--- src/rtl/key_event_decoder_if.sv ---
// Key gesture interface: debounced key level in, gesture pulses and FSM state out.
// Handshake: none. key_down_i is a level sampled every clock. The pulse outputs are
// registered, last exactly one clock, and are never high at the same time.
interface key_event_decoder_if;
    logic       key_down_i;
    logic       single_o;
    logic       double_o;
    logic       long_o;
    logic       repeat_o;
    logic       busy_o;
    logic [2:0] state_o;

    // Driver side: supplies the key level and observes the gesture pulses.
    modport master (
        output key_down_i,
        input  single_o,
        input  double_o,
        input  long_o,
        input  repeat_o,
        input  busy_o,
        input  state_o
    );

    // Decoder side.
    modport slave (
        input  key_down_i,
        output single_o,
        output double_o,
        output long_o,
        output repeat_o,
        output busy_o,
        output state_o
    );
endinterface

--- src/rtl/key_event_decoder.sv ---
// Classifies debounced key gestures into single click, double click and long press,
// with optional auto-repeat pulses while a long press is held.
module key_event_decoder #(
    parameter int CLK_FREQ  = 100000000,
    parameter int LONG_MS   = 1000,
    parameter int DCLICK_MS = 300,
    parameter int REPEAT_MS = 200
) (
    input logic                clk_i,
    input logic                rst_n_i,
    key_event_decoder_if.slave kif
);

    localparam int TICKS    = CLK_FREQ / 1000;
    localparam int PW       = (TICKS > 1) ? $clog2(TICKS) : 1;
    localparam int MS_MAX_A = (LONG_MS > DCLICK_MS) ? LONG_MS : DCLICK_MS;
    localparam int MS_MAX   = (MS_MAX_A > REPEAT_MS) ? MS_MAX_A : REPEAT_MS;
    localparam int MW       = $clog2(MS_MAX + 1);

    localparam logic [PW-1:0] PRESC_LAST  = PW'(TICKS - 1);
    localparam logic [MW-1:0] MS_SAT      = MW'(MS_MAX);
    localparam logic [MW-1:0] LONG_LAST   = MW'(LONG_MS - 1);
    localparam logic [MW-1:0] DCLICK_LAST = MW'(DCLICK_MS - 1);
    localparam logic [MW-1:0] REPEAT_LAST = MW'((REPEAT_MS > 0) ? REPEAT_MS - 1 : 0);
    localparam bit            REPEAT_EN   = (REPEAT_MS > 0);

    typedef enum logic [2:0] {
        ST_IDLE      = 3'd0,
        ST_PRESS1    = 3'd1,
        ST_WAIT2     = 3'd2,
        ST_PRESS2    = 3'd3,
        ST_LONG_HOLD = 3'd4
    } state_t;

    state_t          state_q, state_d;
    logic [PW-1:0]   presc_q, presc_d;
    logic [MW-1:0]   ms_q, ms_d;
    logic            key_q, key_d;
    logic            armed_q, armed_d;
    logic            single_q, single_d;
    logic            double_q, double_d;
    logic            long_q, long_d;
    logic            repeat_q, repeat_d;
    logic            busy_q, busy_d;

    logic            press_ev;
    logic            rel_ev;
    logic            ms_tick;
    logic            restart;

    // Next-state, pulse and timebase computation.
    always_comb begin
        // A key held through reset is ignored until it has been seen released once.
        press_ev = kif.key_down_i & ~key_q & armed_q;
        rel_ev   = ~kif.key_down_i & key_q;
        ms_tick  = (presc_q == PRESC_LAST);

        key_d    = kif.key_down_i;
        armed_d  = armed_q | ~kif.key_down_i;
        state_d  = state_q;
        single_d = 1'b0;
        double_d = 1'b0;
        long_d   = 1'b0;
        repeat_d = 1'b0;
        restart  = 1'b0;

        case (state_q)
            ST_IDLE: begin
                if (press_ev) state_d = ST_PRESS1;
            end
            ST_PRESS1: begin
                // Release has priority over a coincident long-press threshold.
                if (rel_ev) begin
                    state_d = ST_WAIT2;
                end else if (ms_tick && (ms_q == LONG_LAST)) begin
                    long_d  = 1'b1;
                    state_d = ST_LONG_HOLD;
                end
            end
            ST_WAIT2: begin
                // A second press on the timeout cycle still counts as a double click.
                if (press_ev) begin
                    state_d = ST_PRESS2;
                end else if (ms_tick && (ms_q == DCLICK_LAST)) begin
                    single_d = 1'b1;
                    state_d  = ST_IDLE;
                end
            end
            ST_PRESS2: begin
                if (rel_ev) begin
                    double_d = 1'b1;
                    state_d  = ST_IDLE;
                end
            end
            ST_LONG_HOLD: begin
                if (rel_ev) begin
                    state_d = ST_IDLE;
                end else if (REPEAT_EN && ms_tick && (ms_q == REPEAT_LAST)) begin
                    repeat_d = 1'b1;
                    restart  = 1'b1;
                end
            end
            default: state_d = ST_IDLE;
        endcase

        // Timebase restarts on every state change and at each repeat period.
        if ((state_d != state_q) || restart) begin
            presc_d = '0;
            ms_d    = '0;
        end else if (ms_tick) begin
            presc_d = '0;
            ms_d    = (ms_q == MS_SAT) ? ms_q : ms_q + 1'b1;
        end else begin
            presc_d = presc_q + 1'b1;
            ms_d    = ms_q;
        end

        busy_d = (state_d != ST_IDLE);
    end

    // State, timebase and registered outputs.
    always_ff @(posedge clk_i or negedge rst_n_i) begin
        if (!rst_n_i) begin
            state_q  <= ST_IDLE;
            presc_q  <= '0;
            ms_q     <= '0;
            key_q    <= 1'b0;
            armed_q  <= 1'b0;
            single_q <= 1'b0;
            double_q <= 1'b0;
            long_q   <= 1'b0;
            repeat_q <= 1'b0;
            busy_q   <= 1'b0;
        end else begin
            state_q  <= state_d;
            presc_q  <= presc_d;
            ms_q     <= ms_d;
            key_q    <= key_d;
            armed_q  <= armed_d;
            single_q <= single_d;
            double_q <= double_d;
            long_q   <= long_d;
            repeat_q <= repeat_d;
            busy_q   <= busy_d;
        end
    end

    assign kif.single_o = single_q;
    assign kif.double_o = double_q;
    assign kif.long_o   = long_q;
    assign kif.repeat_o = repeat_q;
    assign kif.busy_o   = busy_q;
    assign kif.state_o  = state_q;

endmodule

--- src/flat_wrapper.sv ---
// flat-port wrapper written by rule: the top's interface ports become plain ports
module key_event_decoder_flat 
#(
    parameter int CLK_FREQ  = 100000000,
    parameter int LONG_MS   = 1000,
    parameter int DCLICK_MS = 300,
    parameter int REPEAT_MS = 200
)
  (clk_i, rst_n_i, kif_key_down_i, kif_single_o, kif_double_o, kif_long_o, kif_repeat_o, kif_busy_o, kif_state_o);
  key_event_decoder_if kif_i ();
  input logic clk_i;
  input logic rst_n_i;
  input wire logic [$bits(kif_i.key_down_i)-1:0] kif_key_down_i;
  output wire logic [$bits(kif_i.single_o)-1:0] kif_single_o;
  output wire logic [$bits(kif_i.double_o)-1:0] kif_double_o;
  output wire logic [$bits(kif_i.long_o)-1:0] kif_long_o;
  output wire logic [$bits(kif_i.repeat_o)-1:0] kif_repeat_o;
  output wire logic [$bits(kif_i.busy_o)-1:0] kif_busy_o;
  output wire logic [$bits(kif_i.state_o)-1:0] kif_state_o;
  assign kif_i.key_down_i = kif_key_down_i;
  assign kif_single_o = kif_i.single_o;
  assign kif_double_o = kif_i.double_o;
  assign kif_long_o = kif_i.long_o;
  assign kif_repeat_o = kif_i.repeat_o;
  assign kif_busy_o = kif_i.busy_o;
  assign kif_state_o = kif_i.state_o;
  key_event_decoder #(.CLK_FREQ(CLK_FREQ), .LONG_MS(LONG_MS), .DCLICK_MS(DCLICK_MS), .REPEAT_MS(REPEAT_MS)) u_core (.clk_i(clk_i), .rst_n_i(rst_n_i), .kif(kif_i));
endmodule
--- config.mk ---
export PLATFORM = sky130hd
export DESIGN_NAME = key_event_decoder_flat
export DESIGN_NICKNAME = d
export VERILOG_FILES = /design/src/rtl/key_event_decoder_if.sv /design/src/rtl/key_event_decoder.sv /design/src/flat_wrapper.sv
export SDC_FILE = /design/constraint.sdc
export NUM_CORES = 1
export LEC_CHECK = 0
export CORE_AREA = 4 4 65 67
export DETAILED_ROUTE_END_ITERATION = 16
export DIE_AREA = 0 0 69 71
export PLACE_DENSITY_LB_ADDON = 0.1
export SKIP_CTS_REPAIR_TIMING = 1
export SYNTH_ARGS = -nofsm -noshare
export SYNTH_HDL_FRONTEND = slang
export SYNTH_SLANG_ARGS = --single-unit
--- constraint.sdc ---
create_clock -name clk_i -period 2.7 [get_ports clk_i]
set_input_delay 0.405 -clock clk_i [delete_from_list [all_inputs] [get_ports clk_i]]
set_output_delay 0.405 -clock clk_i [all_outputs]
set_load 0.05 [all_outputs]
==> results of run 1 <==
## registers in the layout (all words and copies together) (netlist names)
| register | cells |
|---|---|
| u_core.kif.long_o | 1 |
| u_core.presc_q | 17 |
| u_core.key_q | 1 |
| u_core.ms_q | 10 |
| u_core.kif.state_o | 3 |
| u_core.kif.double_o | 1 |
| u_core.kif.busy_o | 1 |
| u_core.kif.single_o | 1 |
| u_core.armed_q | 1 |
| u_core.kif.repeat_o | 1 |
## layout by cell type (no fill, tap or decap), types with 3 or more instances in the layout
master	count
xnor2_1	12
and3_1	6
nor2b_1	4
nor4_4	3
nor3_2	4
nor2_1	21
nand2_1	14
inv_1	5
nor4_1	3
nand3_1	12
nand2b_1	4
clkbuf_8	5
ha_1	3
nand4_1	3
dfrtp_1	37
buf_4	3
nor3_1	14
nand3b_1	3
xor2_1	11
nor4b_1	3
clkdlybuf4s50_1	10
## where the power goes
part,total (mW),switching (mW),internal (mW),leakage [nW]
logic,0.257,0.167,0.0900,0.435
registers,0.641,0.0492,0.592,0.500
clock network,0.396,0.213,0.183,0.0445
## stage by stage
stage / power, mW / cells / setup WS (ps)
final: 1.29 / 263 / 582
after global routing: 1.36 / 263 / 502
after CTS: 1.30 / 263 / 582
after detailed placement: 0.912 / 255 / 483
after global placement: 0.905 / 255 / 612
after floorplan: 0.833 / 200 / 846
## worst reg2reg max path: cells and delay by family, from the launching register on
| family | cells | cell delay, ps |
|---|---|---|
| simple gates | 4 | 810 |
| flops | 1 | 410 |
| fa+ha+maj | 1 | 260 |
| compound gates | 1 | 360 |
## worst max path at each step
stage	slack [ps]	end	startpoint
floorplan	850	u_core.ms_q[3]$_DFFE_PN0P_	u_core.kif.state_o[2]$_DFF_PN0_
global placement	610	u_core.presc_q[2]$_DFF_PN0_	kif_key_down_i
detailed placement	480	u_core.presc_q[13]$_DFF_PN0_	kif_key_down_i
CTS	580	kif_state_o[1]	u_core.kif.state_o[1]$_DFF_PN0_
global route	500	kif_state_o[1]	u_core.kif.state_o[1]$_DFF_PN0_
finish	580	kif_state_o[1]	u_core.kif.state_o[1]$_DFF_PN0_
## final cells by class
| type | instances | area [um2] | share of cell area, % |
|---|---|---|---|
| Multi-Input combinational cell | 152 | 1110 | 47.8 |
| Sequential cell | 37 | 926 | 39.7 |
| Inverter | 5 | 18.8 | 0.805 |
| Clock inverter | 3 | 21.3 | 0.912 |
| Tap cell | 48 | 60.1 | 2.58 |
| Clock buffer | 5 | 68.8 | 2.95 |
| Timing Repair Buffer | 13 | 123 | 5.26 |
## cells by family after synthesis
family          Yosys count
simple gates            113
buf+inv                  11
mux                       1
fa+ha+maj                 3
compound gates           12
flops                    37
xor+xnor                 23
## Yosys cell counts, types with 3 or more instances
library cell and number:
dfrtp_1 37, nor2_1 21, nand2_1 14, nor3_1 14, nand3_1 12, xnor2_1 12, xor2_1 11, and3_1 6
inv_1 5, nand2b_1 4, nor2b_1 4, nor3_2 4, buf_2 3, ha_1 3, nand3b_1 3, nand4_1 3
nor4_1 3, nor4_4 3, nor4b_1 3
## layer usage
metal  global-route usage (%)  part of all wire, %  up-vias
li1                         -                    -      732
met1                     24.2                   48      746
met2                     26.5                   47       27
met3                     3.98                  3.3        6
met4                     7.59                  1.2        0
met5                        0                    0        -
==> summary.md, run 1 <==
| Metric | Value |
|---|---|
| Status | `finished, final reports clean` |
| Syn nets | `206` |
| Mean Syn Cell Area | `10.5 um2` |
| Area grow syn2layout | `11.0%` |
| Mapped Cells | `200` |
| Max-cap viol count | `0` |
| Detailed Route Iter0 Violations | `85` |
| Post-synthesis simple-gate area fraction | `36.5%` |
| HP Class | `flop to flop` |
| Hold Path End | `u_core.armed_q$_DFF_PN0_` |
| Yosys top cell by area | `dfrtp_1` |
| Die Y | `71 um` |
| Clk buf depth | `2` |
| # DRC | `0` |
| WP data required | `2300 ps` |
| Antenna Cells | `0` |
| Finished Cell Area | `0.00233 mm2` |
| Largest family of logic cells by synthesized area | `simple AND/OR/NAND/NOR gates` |
| Core ar. | `0.00363 mm2` |
| TritonCTS clock tree | `yes` |
| P_leak | `0.980 nW` |
| Horiz. Die Dim | `69 um` |
| Hold Path Origin | `u_core.armed_q$_DFF_PN0_` |
| Cts bufs inserted | `5` |
| Peak supply drop | `0.413 mV` |
| First-pass GRT wire length | `6970 um` |
| Unique masters post-synth | `45` |
| Bufs and invs on worst path | `1` |
| Startpoint Class | `flop` |
| Proportion of synthesized area in mux cells | `0.476%` |
| Hold WS | `484 ps` |
| CTS Sinks | `37` |
| RR Endpoint | `u_core.ms_q[3]$_DFFE_PN0P_` |
| # fillers | `328` |
| CP max stage cell | `clkdlybuf4s50_1` |
| Root buffer cell | `clkbuf_8` |
| Vias | `1511` |
| Final Hold Viols | `0` |
| Total track usage | `17.5%` |
| IO Pins | `11` |
| Row count | `22` |
| Syn Std Cell Area | `0.00210 mm2` |
| 1st-pass router iterations | `5` |
| Reg clk slew, reported paths | `80 ps` |
| Worst r2r path cells | `6` |
| Critical path class | `flop to output port` |
| Crit path time final | `2120 ps` |
| Compound-Gate Fraction of Synth Area | `4.71%` |
| Vias per inst | `5.75` |
| CP arrival | `1710 ps` |
| Hold Path Cell Cnt | `1` |
| Slowest stage delay, CP | `870 ps` |
| Layout cells sized above 1 | `14.0%` |
| Util after Layout | `64.2%` |
| CP Cell Sequence | `clkdlybuf4s50_1` |
| Final nets | `220` |
| Synth Area in XOR/XNOR | `9.59%` |
| Period utilization | `78.4%` |
| R2R Setup Slk | `740 ps` |
| Post-synth top area share | `44.1%` |
| Hpwl dp | `2850 um` |
| PortBufs | `10` |
| Adder-cell area share of the yosys netlist | `1.79%` |
| Worst r2r src | `u_core.ms_q[0]$_DFFE_PN0P_` |
| Unrepaired setup endpoints after global routing | `no` |
| Post-synth EDFFs | `0` |
| Fmax | `472 MHz` |
| Sequential area share after synthesis | `44.1%` |
| Largest net degree at the start of global routing | `38` |
| Slew HR | `66.0%` |
| Die area | `0.00490 mm2` |
| GPL Wtd Cong | `0.890` |
| Vias in the first global route | `1483` |
| Synth Register Bits | `37` |
| Worst slew pin tran | `509 ps` |
| H-Tree Depth | `2` |
| Endpoints failing setup | `0` |
| Levels on crit path | `1` |
| Final WL | `4000 um` |
| Routed Antenna Nets | `0` |
| Clk Latency, worst-skew pair | `300 ps` |
| P per Cell Area | `555 mW/mm2` |
| Cell family with most CP delay | `buffers and inverters` |
| Post-Place Cell Area | `0.00224 mm2` |
| Ys async rst share | `100%` |
| Setup TNS | `0 ps` |
| Yosys Warn Count | `0` |
| Slew Viols, Final | `0` |
| Remaining Overflow, GRT | `0` |
| Area contributors post-synth | `dfrtp_1 44%, xnor2_1 5.0%, xor2_1 4.6%` |
| Skew final | `11.9 ps` |
| Post-DR wirelength/cell | `15.2 um` |
| Initial Util | `57.8%` |
| CP max FO | `11` |
| CP Capture Type | `output port` |
| Initial antenna violation count | `0` |
| Main synth FF type | `dfrtp_1` |
(Power assumes the default switching activity.)
==> run 2: changes to the inputs <==
--- a/config.mk
+++ b/config.mk
@@ -5,9 +5,9 @@
 export SDC_FILE = /design/constraint.sdc
 export NUM_CORES = 1
 export LEC_CHECK = 0
-export CORE_AREA = 4 4 65 67
+export CORE_AREA = 4 4 68 70
 export DETAILED_ROUTE_END_ITERATION = 16
-export DIE_AREA = 0 0 69 71
+export DIE_AREA = 0 0 72 74
 export PLACE_DENSITY_LB_ADDON = 0.1
 export SKIP_CTS_REPAIR_TIMING = 1
 export SYNTH_ARGS = -nofsm -noshare
==> constraint.sdc (replaced) <==
create_clock -name clk_i -period 1.9 [get_ports clk_i]
set_input_delay 0.285 -clock clk_i [delete_from_list [all_inputs] [get_ports clk_i]]
set_output_delay 0.285 -clock clk_i [all_outputs]
set_load 0.05 [all_outputs]
==> summary.md, run 2 (synthesis gave the netlist of run 1 again) <==
| Metric | Value |
|---|---|
| Status | `finished, final reports clean` |
| Die Y | `74 um (+4.2%)` |
| Slack of the critical path | `128 ps (-454 ps)` |
| Most common cell after layout, fill and taps aside | `dfrtp_1` |
| Largest net degree at the start of global routing | `38 (unchanged)` |
| Clk Latency, worst-skew pair | `290 ps (about the same)` |
| Vias | `1594 (+5.5%)` |
| IO Pins | `11 (unchanged)` |
| Unrepaired setup endpoints after global routing | `yes` |
| Worst slew pin tran | `809 ps (+300 ps)` |
| P per Cell Area | `771 mW/mm2 (+39%)` |
| Vias in the first global route | `1602 (+8.0%)` |
| Post-DR wirelength/cell | `15.6 um (+3.0%)` |
| Dpl cells | `266 (+4.3%)` |
| Row count | `23 (+4.5%)` |
| Commonest cells after routing, fill and taps aside | `37 x dfrtp_1, 21 x nor2_1, 14 x nand2_1, 14 x nor3_1, 14 x buf_4` |
| CP Capture Type | `flop` |
| Startpoint Class | `flop` |
| CP startpoint | `u_core.presc_q[6]$_DFF_PN0_` |
| Skew final | `8.92 ps (-3.00 ps)` |
| Util after Layout | `61.4% (-2.8 points)` |
| Remaining Overflow, GRT | `0 (unchanged)` |
| # DRC | `0 (unchanged)` |
| Antenna Cells | `0 (unchanged)` |
| Final Hold Viols | `0 (unchanged)` |
| Max reg flops | `17 (unchanged)` |
| Slew Viols, Final | `0 (unchanged)` |
| 1st-pass router iterations | `4 (-1)` |
| Peak supply drop | `0.456 mV (+10%)` |
| Final nets | `229 (+4.1%)` |
| Fmax | `564 MHz` |
| Total track usage | `18.0% (+0.48 points)` |
| Setup TNS | `0 ps (unchanged)` |
| Vias per inst | `5.84 (+1.6%)` |
| Cts bufs inserted | `5 (unchanged)` |
| TritonCTS clock tree | `yes` |
| HP Class | `primary input to async pin` |
| CP max stage cell | `dfrtp_1` |
| PortBufs | `10 (unchanged)` |
| Worst r2r src | `u_core.presc_q[6]$_DFF_PN0_` |
| CP max FO | `7 (-4)` |
| Area grow syn2layout | `16.0%` |
| Finished Cell Area | `0.00244 mm2 (+4.5%)` |
| Cell family with most CP delay | `simple AND/OR/NAND/NOR gates` |
| CP arrival | `1970 ps (+260 ps)` |
| P_leak | `1.04 nW (+6.4%)` |
| Detailed Route Iter0 Violations | `137 (+61%)` |
| Horiz. Die Dim | `72 um (+4.3%)` |
| Endpoints failing setup | `0 (unchanged)` |
| First-pass GRT wire length | `7390 um (+6.0%)` |
| Largest Register | `u_core.presc_q` |
| Hold WS | `88.2 ps (-396 ps)` |
| Final Power | `1.88 mW (+45%)` |
| WP data required | `2100 ps (-200 ps)` |
| CTS Sinks | `37 (unchanged)` |
| Max-cap viol count | `0 (unchanged)` |
| GPL Wtd Cong | `0.880 (-1.1%)` |
| H-Tree Depth | `2 (unchanged)` |
| Period utilization | `93.2%` |
| Layout cells sized above 1 | `21.5% (+7.6 points)` |
| CP Cell Sequence | `nor4b_4 -> nand4_4 -> nor3_4 -> nand3b_1 -> a211oi_2` |
| Bufs and invs on worst path | `0 (-1)` |
| Critical path class | `flop to flop` |
| Hpwl dp | `3140 um (+10%)` |
| Reg clk slew, reported paths | `70 ps (about the same)` |
| Clk buf depth | `2 (unchanged)` |
| Initial antenna violation count | `0 (unchanged)` |
| Die area | `0.00533 mm2 (+8.8%)` |
| Slowest stage delay, CP | `450 ps (-420 ps)` |
| Root buffer cell | `clkbuf_8` |
| Slew HR | `46.1% (-20 points)` |
| Final WL | `4270 um (+6.9%)` |
| Initial Util | `52.9% (-4.9 points)` |
| Routed Antenna Nets | `0 (unchanged)` |
| Crit path time final | `1770 ps` |
| Core ar. | `0.00397 mm2 (+9.3%)` |
| Post-Place Cell Area | `0.00231 mm2 (+3.1%)` |
| Non-Filler Instances | `273 (+3.8%)` |
| # fillers | `321 (-2.1%)` |
| Post-Place Worst Slack | `-172 ps (-655 ps)` |
==> run 2: cell count changes in the layout (fill, tap and decap cells not counted), moves of 2 or more <==
| cell | delta |
|---|---|
| nor4b_1 | -3 |
| buf_4 | +11 |
| nor4_1 | -2 |
| nor4b_2 | +3 |
| nor4_2 | +2 |
| clkdlybuf4s50_1 | -4 |
==> run 2: report_power, final <==
group / internal [mW] / switching [mW] / leakage (nW)
logic: 0.161 / 0.258 / 0.498
clock network: 0.288 / 0.261 / 0.0443
registers: 0.842 / 0.0701 / 0.500
total: 1.29 / 0.590 / 1.04
==> run 2: layout make-up <==
type	count	area, um2	area share, %
tap	50	62.6	2.57
sequential	37	926	38.0
clock buffer	7	86.3	3.54
timing repair buffer	22	190	7.80
multi-input combinational	152	1150	47.3
inverter	5	18.8	0.770
==> run 2: final timing paths <==
check,slack [ps],endpoint,cells after the start
worst min-delay path,90,u_core.kif.state_o[2]$_DFF_PN0_,1
min in group clk_i,480,u_core.armed_q$_DFF_PN0_,1
worst max register to register,130,u_core.ms_q[2]$_DFFE_PN0P_,5
worst min register to register,480,u_core.armed_q$_DFF_PN0_,1
max in group asynchronous,1300,u_core.ms_q[8]$_DFFE_PN0P_,1
worst max-delay path,130,u_core.ms_q[2]$_DFFE_PN0P_,5
==> run 2: per-layer routing <==
metal  routed length, um  GRT usage [%]
met5                   0              0
met1                1890           24.3
met4                  69           7.52
met3                 238           4.19
met2                2070           28.1
